**src/rtl/fetch_unit_pkg.sv**
```systemverilog
// Shared constants and helpers for the instruction-fetch stage.
package fetch_unit_pkg;

  localparam int          XLEN     = 32;
  localparam logic [31:0] NOP_INST = 32'h0000_0013;
  localparam logic [31:0] PC_INC   = 32'd4;

  // A redirect target is usable only when it is word aligned.
  function automatic logic is_misaligned(input logic [XLEN-1:0] addr);
    return addr[1:0] != 2'b00;
  endfunction

endpackage

```
**src/rtl/fetch_queue.sv**
```systemverilog
// Small synchronous FIFO holding {pc, inst} pairs between fetch and decode.
// Storage is not reset; only pointers and count are, so stale words are never
// visible because the count gates them.
module fetch_queue
  import fetch_unit_pkg::*;
#(
  parameter int WIDTH = 64,
  parameter int DEPTH = 2
) (
  input  logic                       clk,
  input  logic                       rst_n,
  input  logic                       push,
  input  logic                       pop,
  input  logic                       flush,
  input  logic [WIDTH-1:0]           wdata,
  output logic [$clog2(DEPTH):0]     count,
  output logic [WIDTH-1:0]           rdata
);

  localparam int PTR_W = $clog2(DEPTH);
  localparam int CNT_W = PTR_W + 1;

  logic [WIDTH-1:0] mem [DEPTH];
  logic [PTR_W-1:0] wr_ptr;
  logic [PTR_W-1:0] rd_ptr;

  assign rdata = mem[rd_ptr];

  // Pointer and occupancy tracking; flush empties the queue in one edge.
  always_ff @(posedge clk) begin
    if (!rst_n || flush) begin
      wr_ptr <= '0;
      rd_ptr <= '0;
      count  <= '0;
    end else begin
      if (push) wr_ptr <= wr_ptr + PTR_W'(1);
      if (pop)  rd_ptr <= rd_ptr + PTR_W'(1);
      unique case ({push, pop})
        2'b10:   count <= count + CNT_W'(1);
        2'b01:   count <= count - CNT_W'(1);
        default: count <= count;
      endcase
    end
  end

  // Data storage write at the tail.
  always_ff @(posedge clk) begin
    if (push) mem[wr_ptr] <= wdata;
  end

endmodule

```
**src/rtl/fetch_unit.sv**
```systemverilog
// Instruction-fetch stage: owns the PC, drives the instruction-memory word
// address, queues fetched {pc, inst} pairs and hands the head to decode.
// Redirects from execute flush the queue and reload the PC; a misaligned
// target raises a sticky fault that halts fetching until reset.
module fetch_unit
  import fetch_unit_pkg::*;
#(
  parameter int          ADDR_W   = 6,
  parameter int          FQ_DEPTH = 2,
  parameter logic [31:0] RESET_PC = 32'h0
) (
  input  logic              clk,
  input  logic              rst_n,
  output logic [ADDR_W-1:0] imem_addr,
  input  logic [31:0]       imem_data,
  input  logic              redirect_valid,
  input  logic [31:0]       redirect_pc,
  output logic              dec_valid,
  input  logic              dec_ready,
  output logic [31:0]       dec_inst,
  output logic [31:0]       dec_pc,
  output logic              fetch_fault
);

  localparam int CNT_W = $clog2(FQ_DEPTH) + 1;
  localparam logic [CNT_W-1:0] DEPTH_C = CNT_W'(FQ_DEPTH);

  logic [XLEN-1:0]   pc;
  logic [CNT_W-1:0]  count;
  logic [63:0]       head;
  logic              pop;
  logic              push;

  assign imem_addr = pc[ADDR_W+1:2];

  // Head is valid whenever the queue holds anything; outputs depend only on
  // registered state so decode handshake and redirect never reach them combinationally.
  assign dec_valid = (count != '0);
  assign dec_inst  = dec_valid ? head[31:0]  : NOP_INST;
  assign dec_pc    = dec_valid ? head[63:32] : '0;

  assign pop  = dec_valid & dec_ready & ~redirect_valid;
  assign push = ~redirect_valid & ~fetch_fault & ((count < DEPTH_C) | pop);

  // PC and sticky fault: redirect wins over sequential advance.
  always_ff @(posedge clk) begin
    if (!rst_n) begin
      pc          <= RESET_PC;
      fetch_fault <= 1'b0;
    end else if (redirect_valid) begin
      pc <= redirect_pc;
      if (is_misaligned(redirect_pc)) fetch_fault <= 1'b1;
    end else if (push) begin
      pc <= pc + PC_INC;
    end
  end

  fetch_queue #(
    .WIDTH (64),
    .DEPTH (FQ_DEPTH)
  ) u_queue (
    .clk   (clk),
    .rst_n (rst_n),
    .push  (push),
    .pop   (pop),
    .flush (redirect_valid),
    .wdata ({pc, imem_data}),
    .count (count),
    .rdata (head)
  );

endmodule

```
**config.mk**
```make
export PLATFORM = sky130hd
export DESIGN_NAME = fetch_unit
export DESIGN_NICKNAME = d
export VERILOG_FILES = /design/src/rtl/fetch_unit_pkg.sv /design/src/rtl/fetch_queue.sv /design/src/rtl/fetch_unit.sv
export SDC_FILE = /design/constraint.sdc
export NUM_CORES = 1
export LEC_CHECK = 0
export ABC_AREA = 1
export BUFFER_PORTS_ARGS = -buffer_cell sky130_fd_sc_hd__buf_2
export CORE_ASPECT_RATIO = 1.1
export CORE_MARGIN = 3
export CORE_UTILIZATION = 50
export CTS_BUF_LIST = sky130_fd_sc_hd__clkbuf_8
export CTS_CLUSTER_SIZE = 25
export DETAILED_ROUTE_END_ITERATION = 10
export PLACE_DENSITY = 0.79
export REMOVE_ABC_BUFFERS = 1
export SYNTH_ARGS = -nofsm -noshare
export SYNTH_HDL_FRONTEND = slang
export SYNTH_SLANG_ARGS = --single-unit
```
**constraint.sdc**
```tcl
create_clock -name clk -period 4 [get_ports clk]
set_clock_uncertainty 0.05 [all_clocks]
set_input_delay 0.6 -clock clk [delete_from_list [all_inputs] [get_ports clk]]
set_output_delay 0.6 -clock clk [all_outputs]
set_load 0.02 [all_outputs]
```
==> results of run 1 <==
-- per-layer routing --
layer	wire [um]	GRT usage [%]	vias to the layer above
met5	0	0	-
met4	335	7.22	0
met3	822	3.46	27
met2	7790	32.3	188
met1	6830	24.8	2560
li1	-	-	2796
-- worst max-delay path by stage --
stage                        start                 to  slack, ns
finish                    register       dec_inst[14]       1.18
floorplan                dec_ready  u_queue.mem[1][0]      -0.46
CTS                       register       dec_inst[14]       1.12
detailed placement  redirect_valid   u_queue.count[1]       1.29
global route              register       dec_inst[14]        1.0
global placement    redirect_valid   u_queue.count[1]       1.34
-- kinds of logic after synthesis --
group           after synthesis
compound gates              131
xor+xnor                      1
fa+ha+maj                     2
buf+inv                     102
flops                       166
simple gates                359
-- per-stage QoR --
stage / hold slack, ns / area, um^2 / std cells
after CTS: 0.271 / 8490 / 1089
after global routing: 0.271 / 8490 / 1089
after floorplan: 0.376 / 7110 / 725
final: 0.301 / 8490 / 1089
after detailed placement: 0.397 / 8130 / 1057
after global placement: 0.382 / 8130 / 1057
-- cells in the mapped netlist (all sizes together) --
cell    instances  area [um^2]
dfxtp          38          761
nor3b           1         7.51
ha              2         25.0
a21oi          86          438
clkbuf         18         67.6
nor3            2         10.0
xor2            1         8.76
and2            1         6.26
o221ai          1         8.76
nand4           4         25.0
o22ai           1         6.26
buf            18          111
nand2         255          990
a211oi          1         7.51
a31oi           8         50.1
nand3          46          230
nor2           48          260
o21ai          32          160
edfxtp        128         3840
o31ai           1         7.51
o211ai          1         7.51
inv            66          248
or2             2         12.5
-- power breakdown --
part	total [mW]	switching, mW	internal [mW]
registers	2.01	0.0546	1.96
clock network	1.09	0.554	0.538
logic	0.313	0.211	0.101
total	3.41	0.820	2.59
-- flip-flops by register name (all words and copies together), names as in the netlist, named ones only --
signal	flops
u_queue.mem	128
pc	32
u_queue.count	2
u_queue.rd_ptr	1
u_queue.wr_ptr	1
fetch_fault	1
-- cell type report --
class | instances | share of cell area, %
clock inverters | 15 | 1.50
flip-flops and latches | 166 | 54.2
clock buffers | 17 | 2.76
multi-input cells | 493 | 26.9
inverters | 66 | 2.92
well taps | 188 | 2.77
repair buffers | 144 | 8.93
==> flow_summary.json, run 1 <==
{
  "final_util_pct": 60.6,
  "multi_input_area_um2": 2280,
  "netlist_area_um2": 7290,
  "min_period_ns": 2.82,
  "ctsLongestPathBuffers": 2,
  "yosysSeqAreaShare_pct": 63.1,
  "drv_cap": 0,
  "synth.avg_cell_area_um2": 9.58,
  "synth_fa_ha_area_share_pct": 0.343,
  "die_x_um": 121,
  "worstSkewPairLatency_ns": 0.43,
  "slowest_delay_ns": 0.60,
  "drc_errors": 0,
  "cts_root_buffer": "clkbuf_8",
  "cts_resized": 0,
  "vias": 5571,
  "synth_top_family_by_area": "simple AND/OR/NAND/NOR gates",
  "dpl.hpwl_mm": 10.5,
  "outcome": "completed",
  "io_pins": 140,
  "rr_startpoint": "u_queue.count[1]",
  "cellLeakagePower_nw": 3.39,
  "die-area_um2": 16100,
  "antenna_left": 0,
  "r2r_slack_ns": 1.79,
  "grt_max_degree": 65,
  "rsz0062_at_grt": "false",
  "clkSinkCount": 166,
  "synthToLayoutAreaGrowth_pct": 16.5,
  "dr.pass1.iters": 5,
  "critPathBufInv": 3,
  "post_cts_buffers": 0,
  "overflow": 0,
  "cts.clk_slew.worst_paths_ns": 0.08,
  "yosysWarnings": 0,
  "num_antenna_cells": 0,
  "synthXorXnorAreaFrac_pct": 0.120,
  "die_h_um": 133,
  "via_per_inst": 5.12,
  "layout_commonest_cell": "nand2_1",
  "syn_inst": 761,
  "port-buffer-count": 139,
  "antenna_found_initial": 0,
  "cts_tree": "built",
  "hold_viol": 0,
  "gp_congestion": 0.873,
  "grt_pass1_vias": 5128,
  "cp_slowest_cell": "inv_2",
  "cts_hold_buf": 0,
  "grt_use_total_pct": 19.2,
  "cp_cell_sequence": "inv_2, buf_4, nand2_1, a21oi_1, buf_2",
  "start_util_pct": 52.0,
  "place_ws_ns": 1.29,
  "synth_mux_area_share_pct": 0,
  "final_nets": 958,
  "finalPower_mw": 3.41,
  "drive_above_1_share_pct": 23.6,
  "ys_ff_latch": 166,
  "fin_ws_ns": 1.18,
  "rows": 45,
  "cp.arrival_ns": 2.17,
  "synthSimpleGateAreaFrac_pct": 21.1,
  "core_um2": 14000,
  "min_path_type": "in -> reg",
  "reg2reg_to": "u_queue.count[1]",
  "synth_cell_types": 32,
  "cpLargestDelayFamily": "buffers and inverters",
  "wl_mm": 15.8,
  "grt_pass1_wl_mm": 24.5,
  "hold_end": "u_queue.mem[0][2]",
  "cp_max_fo": 47,
  "numCtsBuffers": 17,
  "hold_start": "imem_data[2]",
  "worstSetupStartpointType": "register",
  "period_share_pct": 70.6,
  "setup_violations": 0,
  "drv_slew": 0,
  "drtIter0Drc": 451,
  "required_ns": 3.35,
  "synth-compound-area-share_pct": 9.40,
  "worstSetupEndpointType": "output pin",
  "final_cell_mix": "246 x nand2_1, 139 x buf_2, 128 x edfxtp_1",
  "fmax_mhz": 354,
  "path_depth": 5,
  "r2r_cells": 8,
  "wl_per_cell_um": 14.5,
  "worstMarginPinSlew_ns": 0.859,
  "seqCellArea_um2": 4610,
  "fillers": 1165,
  "hold_depth": 1,
  "slew-limit-headroom_pct": 42.7,
  "htreeDepth": 4,
  "setup_tns_ns": 0,
  "power.density_nw_per_um2": 402,
  "ir_worst_vdd_mv": 0.202,
  "crit_type": "reg -> out"
}
Note: power is estimated with default switching activity, not from simulation.
==> run 2: changes to the inputs <==
==> constraint.sdc (replaced) <==
create_clock -name clk -period 2.42 [get_ports clk]
set_clock_uncertainty 0.05 [all_clocks]
set_input_delay 0.363 -clock clk [delete_from_list [all_inputs] [get_ports clk]]
set_output_delay 0.363 -clock clk [all_outputs]
set_load 0.02 [all_outputs]
==> flow_summary.json, run 2 (synthesized netlist as in run 1, its figures left out) <==
{
  "antenna_found_initial": 0,
  "ctsLongestPathBuffers": 2,
  "cp_max_fo": 64,
  "die_x_um": 121,
  "numCtsBuffers": 17,
  "fin_ws_ns": 0.162,
  "drv_cap": 0,
  "grt_pass1_vias": 5415,
  "fillers": 1178,
  "io_pins": 140,
  "cp.arrival_ns": 1.84,
  "drc_errors": 0,
  "drive_above_1_share_pct": 24.3,
  "cp_slowest_cell": "buf_4",
  "via_per_inst": 5.15,
  "fin_area_um2": 8630,
  "period_share_pct": 93.3,
  "cts_root_buffer": "clkbuf_8",
  "grt_pass1_wl_mm": 26.2,
  "hold_viol": 0,
  "wl_mm": 16.2,
  "drtIter0Drc": 446,
  "port-buffer-count": 139,
  "antenna_left": 0,
  "grt_max_degree": 65,
  "place_area_um2": 8210,
  "rows": 45,
  "required_ns": 2.01,
  "crit_type": "reg -> out",
  "whs_ns": 0.0563,
  "die_h_um": 133,
  "rsz0062_at_grt": "false",
  "setup_violations": 0,
  "cpLargestDelayFamily": "buffers and inverters",
  "wl_per_cell_um": 14.8,
  "dpl.hpwl_mm": 10.9,
  "cts_hold_buf": 0,
  "drv_slew": 0,
  "final_util_pct": 61.6,
  "cp_cell_sequence": "buf_4, nand2_1, a21oi_1, buf_2",
  "htreeDepth": 4,
  "fmax_mhz": 443,
  "largestRegisters": "u_queue.mem: 128 flops, pc: 32 flops, u_queue.count: 2 flops",
  "cts.clk_slew.worst_paths_ns": 0.08,
  "worstSkewPairLatency_ns": 0.44,
  "core_um2": 14000,
  "worstSetupEndpointType": "output pin",
  "finalPower_mw": 5.91,
  "ir_worst_vdd_mv": 0.295,
  "min_path_type": "in -> reg",
  "cts_resized": 0,
  "clkSinkCount": 166,
  "gp_congestion": 0.852,
  "worstSetupStartpointType": "register",
  "final_cell_mix": "246 x nand2_1, 139 x buf_2, 128 x edfxtp_1",
  "grt_use_total_pct": 20.5,
  "vias": 5639,
  "largest_reg_flops": 128,
  "layout_commonest_cell": "nand2_1",
  "die-area_um2": 16100,
  "final_nets": 964,
  "critPathBufInv": 2,
  "num_antenna_cells": 0,
  "dr.pass1.iters": 5,
  "layout.cells.non_filler": 1094,
  "outcome": "completed",
  "post_cts_buffers": 0,
  "regMostFlops": "u_queue.mem",
  "cts_tree": "built",
  "slowest_delay_ns": 0.53,
  "cellLeakagePower_nw": 3.46,
  "min_period_ns": 2.26,
  "power.density_nw_per_um2": 684,
  "worstMarginPinSlew_ns": 0.675,
  "dpl.cell_count": 1063,
  "setup_tns_ns": 0,
  "place_ws_ns": 0.587,
  "slew-limit-headroom_pct": 55.0,
  "r2r_slack_ns": 0.64,
  "start_util_pct": 52.0,
  "synthToLayoutAreaGrowth_pct": 18.4,
  "overflow": 0
}
-- run 2: cell type report --
cell class	instances	area (um^2)	area share, %
Sequential cell	166	4610	53.4
Multi-Input combinational cell	493	2280	26.5
Timing Repair Buffer	150	841	9.74
Clock buffer	18	248	2.87
Inverter	66	248	2.87
Tap cell	188	235	2.73
Clock inverter	13	170	1.97
-- run 2: final timing paths --
check                   startpoint                  to  cells after the start
hold reg to reg              pc[0]               pc[0]                      2
setup / recovery          register          dec_pc[25]                      4
setup reg to reg  u_queue.count[1]    u_queue.count[1]                      8
hold / removal       imem_data[12]  u_queue.mem[0][12]                      1
-- run 2: routing by layer --
metal | share of wire, % | vias up | track usage (%)
li1 | - | 2815 | -
met1 | 42 | 2599 | 27.1
met2 | 50 | 198 | 34.0
met3 | 6.4 | 27 | 3.55
met4 | 1.9 | 0 | 7.66
met5 | 0 | - | 0
-- run 2: report_power, final --
part           switching [mW]  total (mW)  internal [mW]
registers              0.0910        3.32           3.23
clock network           0.923        2.05           1.13
logic                   0.352       0.531          0.179
total                    1.37        5.91           4.54
-- run 2: worst reg2reg max path: stages (launching register included) --
cell,delay (ns)
dfxtp_1,0.36
nor2_4,0.16
inv_2,0.09
nand2_1,0.14
nor2_1,0.06
ha_1,0.33
nor3b_1,0.27
o21ai_0,0.12
a21oi_1,0.14
==> run 3: changes to the inputs <==
--- a/config.mk
+++ b/config.mk
@@ -8,12 +8,13 @@
 export ABC_AREA = 1
 export BUFFER_PORTS_ARGS = -buffer_cell sky130_fd_sc_hd__buf_2
 export CORE_ASPECT_RATIO = 1.1
-export CORE_MARGIN = 3
-export CORE_UTILIZATION = 50
+export CORE_MARGIN = 5
+export CORE_UTILIZATION = 48
 export CTS_BUF_LIST = sky130_fd_sc_hd__clkbuf_8
 export CTS_CLUSTER_SIZE = 25
 export DETAILED_ROUTE_END_ITERATION = 10
-export PLACE_DENSITY = 0.79
+export PLACE_DENSITY = 0.77
+export RECOVER_POWER = 100
 export REMOVE_ABC_BUFFERS = 1
 export SYNTH_ARGS = -nofsm -noshare
 export SYNTH_HDL_FRONTEND = slang
==> flow_summary.json, run 3 (synthesized netlist as in run 1, its figures left out) <==
{
  "slew-limit-headroom_pct": 35.4,
  "path_depth": 5,
  "grt_pass1_wl_mm": 27.4,
  "worstSkewPairLatency_ns": 0.44,
  "hold_depth": 1,
  "setup_violations": 0,
  "die-area_um2": 17800,
  "cp_cell_sequence": "inv_2, buf_12, nand2_1, a21oi_1, clkbuf_1",
  "synthToLayoutAreaGrowth_pct": 15.6,
  "cts_tree": "built",
  "hold_viol": 0,
  "antenna_found_initial": 0,
  "setup_tns_ns": 0,
  "cts_hold_buf": 0,
  "final_cell_mix": "248 x nand2_1, 128 x edfxtp_1, 84 x a21oi_1",
  "outcome": "completed",
  "rows": 47,
  "grt_use_total_pct": 19.4,
  "worstMarginPinSlew_ns": 0.968,
  "dr.pass1.iters": 5,
  "core_um2": 15000,
  "cts_resized": 0,
  "start_util_pct": 48.6,
  "hold_start": "imem_data[13]",
  "cp_slowest_cell": "inv_2",
  "fin_area_um2": 8430,
  "drtIter0Drc": 491,
  "gp_congestion": 0.865,
  "power.density_nw_per_um2": 670,
  "io_pins": 140,
  "final_nets": 964,
  "cellLeakagePower_nw": 3.15,
  "die_x_um": 128,
  "period_share_pct": 92.7,
  "wl_mm": 16.8,
  "worstSetupEndpointType": "output pin",
  "dpl.hpwl_mm": 11.5,
  "r2r_cells": 6,
  "final_util_pct": 56.2,
  "grt_max_degree": 65,
  "ctsLongestPathBuffers": 2,
  "seqCellArea_um2": 4610,
  "layout_commonest_cell": "nand2_1",
  "worstSetupStartpointType": "register",
  "fin_ws_ns": 0.177,
  "largest_reg_flops": 128,
  "drc_errors": 0,
  "rr_startpoint": "u_queue.count[1]",
  "fillers": 1372,
  "cts.clk_slew.worst_paths_ns": 0.09,
  "overflow": 0,
  "largestRegisters": "u_queue.mem: 128 flops, pc: 32 flops, u_queue.count: 2 flops",
  "drive_above_1_share_pct": 16.5,
  "cp.arrival_ns": 1.83,
  "hold_end": "u_queue.mem[1][13]",
  "min_period_ns": 2.24,
  "finalPower_mw": 5.65,
  "htreeDepth": 4,
  "ir_worst_vdd_mv": 0.306,
  "antenna_left": 0,
  "crit_type": "reg -> out",
  "via_per_inst": 5.10,
  "clkSinkCount": 166,
  "critPathBufInv": 3,
  "required_ns": 2.01,
  "place_area_um2": 8210,
  "grt_pass1_vias": 5488,
  "cp_max_fo": 26,
  "rsz0062_at_grt": "false",
  "reg2reg_to": "u_queue.mem[0][50]",
  "vias": 5626,
  "whs_ns": 0.0524,
  "r2r_slack_ns": 0.31,
  "multi_input_area_um2": 2240,
  "port-buffer-count": 139,
  "dpl.cell_count": 1071,
  "post_cts_buffers": 0,
  "slowest_delay_ns": 0.35,
  "regMostFlops": "u_queue.mem",
  "numCtsBuffers": 17,
  "drv_cap": 0,
  "place_ws_ns": 0.593,
  "cts_root_buffer": "clkbuf_8",
  "num_antenna_cells": 0,
  "cpLargestDelayFamily": "buffers and inverters",
  "fmax_mhz": 446,
  "min_path_type": "in -> reg",
  "die_h_um": 139,
  "wl_per_cell_um": 15.2,
  "layout.cells.non_filler": 1103,
  "drv_slew": 0
}
-- run 3: changes by cell type in the layout (fill, tap and decap cells not counted), moves of 3 or more --
cell | before | now
buf_2 | 139 | 53
nor2_1 | 29 | 35
clkbuf_1 | 0 | 61
o21ai_1 | 10 | 6
bufinv_16 | 4 | 1
o21ai_0 | 22 | 26
nor2_4 | 11 | 6
clkinvlp_4 | 1 | 5
inv_6 | 0 | 4
clkbuf_2 | 0 | 27
inv_2 | 10 | 7
buf_12 | 5 | 2
-- run 3: worst max path at each step --
stage                      from                end  slack, ns
global route           register         dec_pc[16]       0.02
global placement       register         dec_pc[29]       0.60
detailed placement     register         dec_pc[16]       0.59
finish                 register         dec_pc[28]       0.18
CTS                    register         dec_pc[16]       0.09
floorplan           fetch_fault  u_queue.mem[1][0]      -1.83
-- run 3: metal layers --
layer | GRT usage (%) | vias to the layer above | part of all wire, %
met5 | 0 | - | 0
met4 | 6.44 | 0 | 1.7
met3 | 3.79 | 24 | 5.5
met2 | 33.4 | 176 | 51
met1 | 24.3 | 2616 | 42
li1 | - | 2810 | -
-- run 3: report_power, final --
part           leakage, nW  switching (mW)  internal, mW
clock network        0.176            1.01         0.816
logic                 1.47           0.347         0.154
registers             1.51          0.0920          3.23
-- run 3: area by class of cell --
type,count,share of cell area (%)
Clock inverter,15,1.56
Timing Repair Buffer,150,8.65
Multi-Input combinational cell,493,26.5
Clock buffer,17,2.77
Inverter,66,2.94
Tap cell,196,2.91
Sequential cell,166,54.6
-- run 3: worst register-to-register path, stage by stage, from the launching register on --
cell and delay [ns]:
dfxtp_1 0.37, nand2_1 0.09, nand2_1 0.12, nor2_1 0.15, inv_1 0.11, nor2_1 0.28
buf_6 0.51
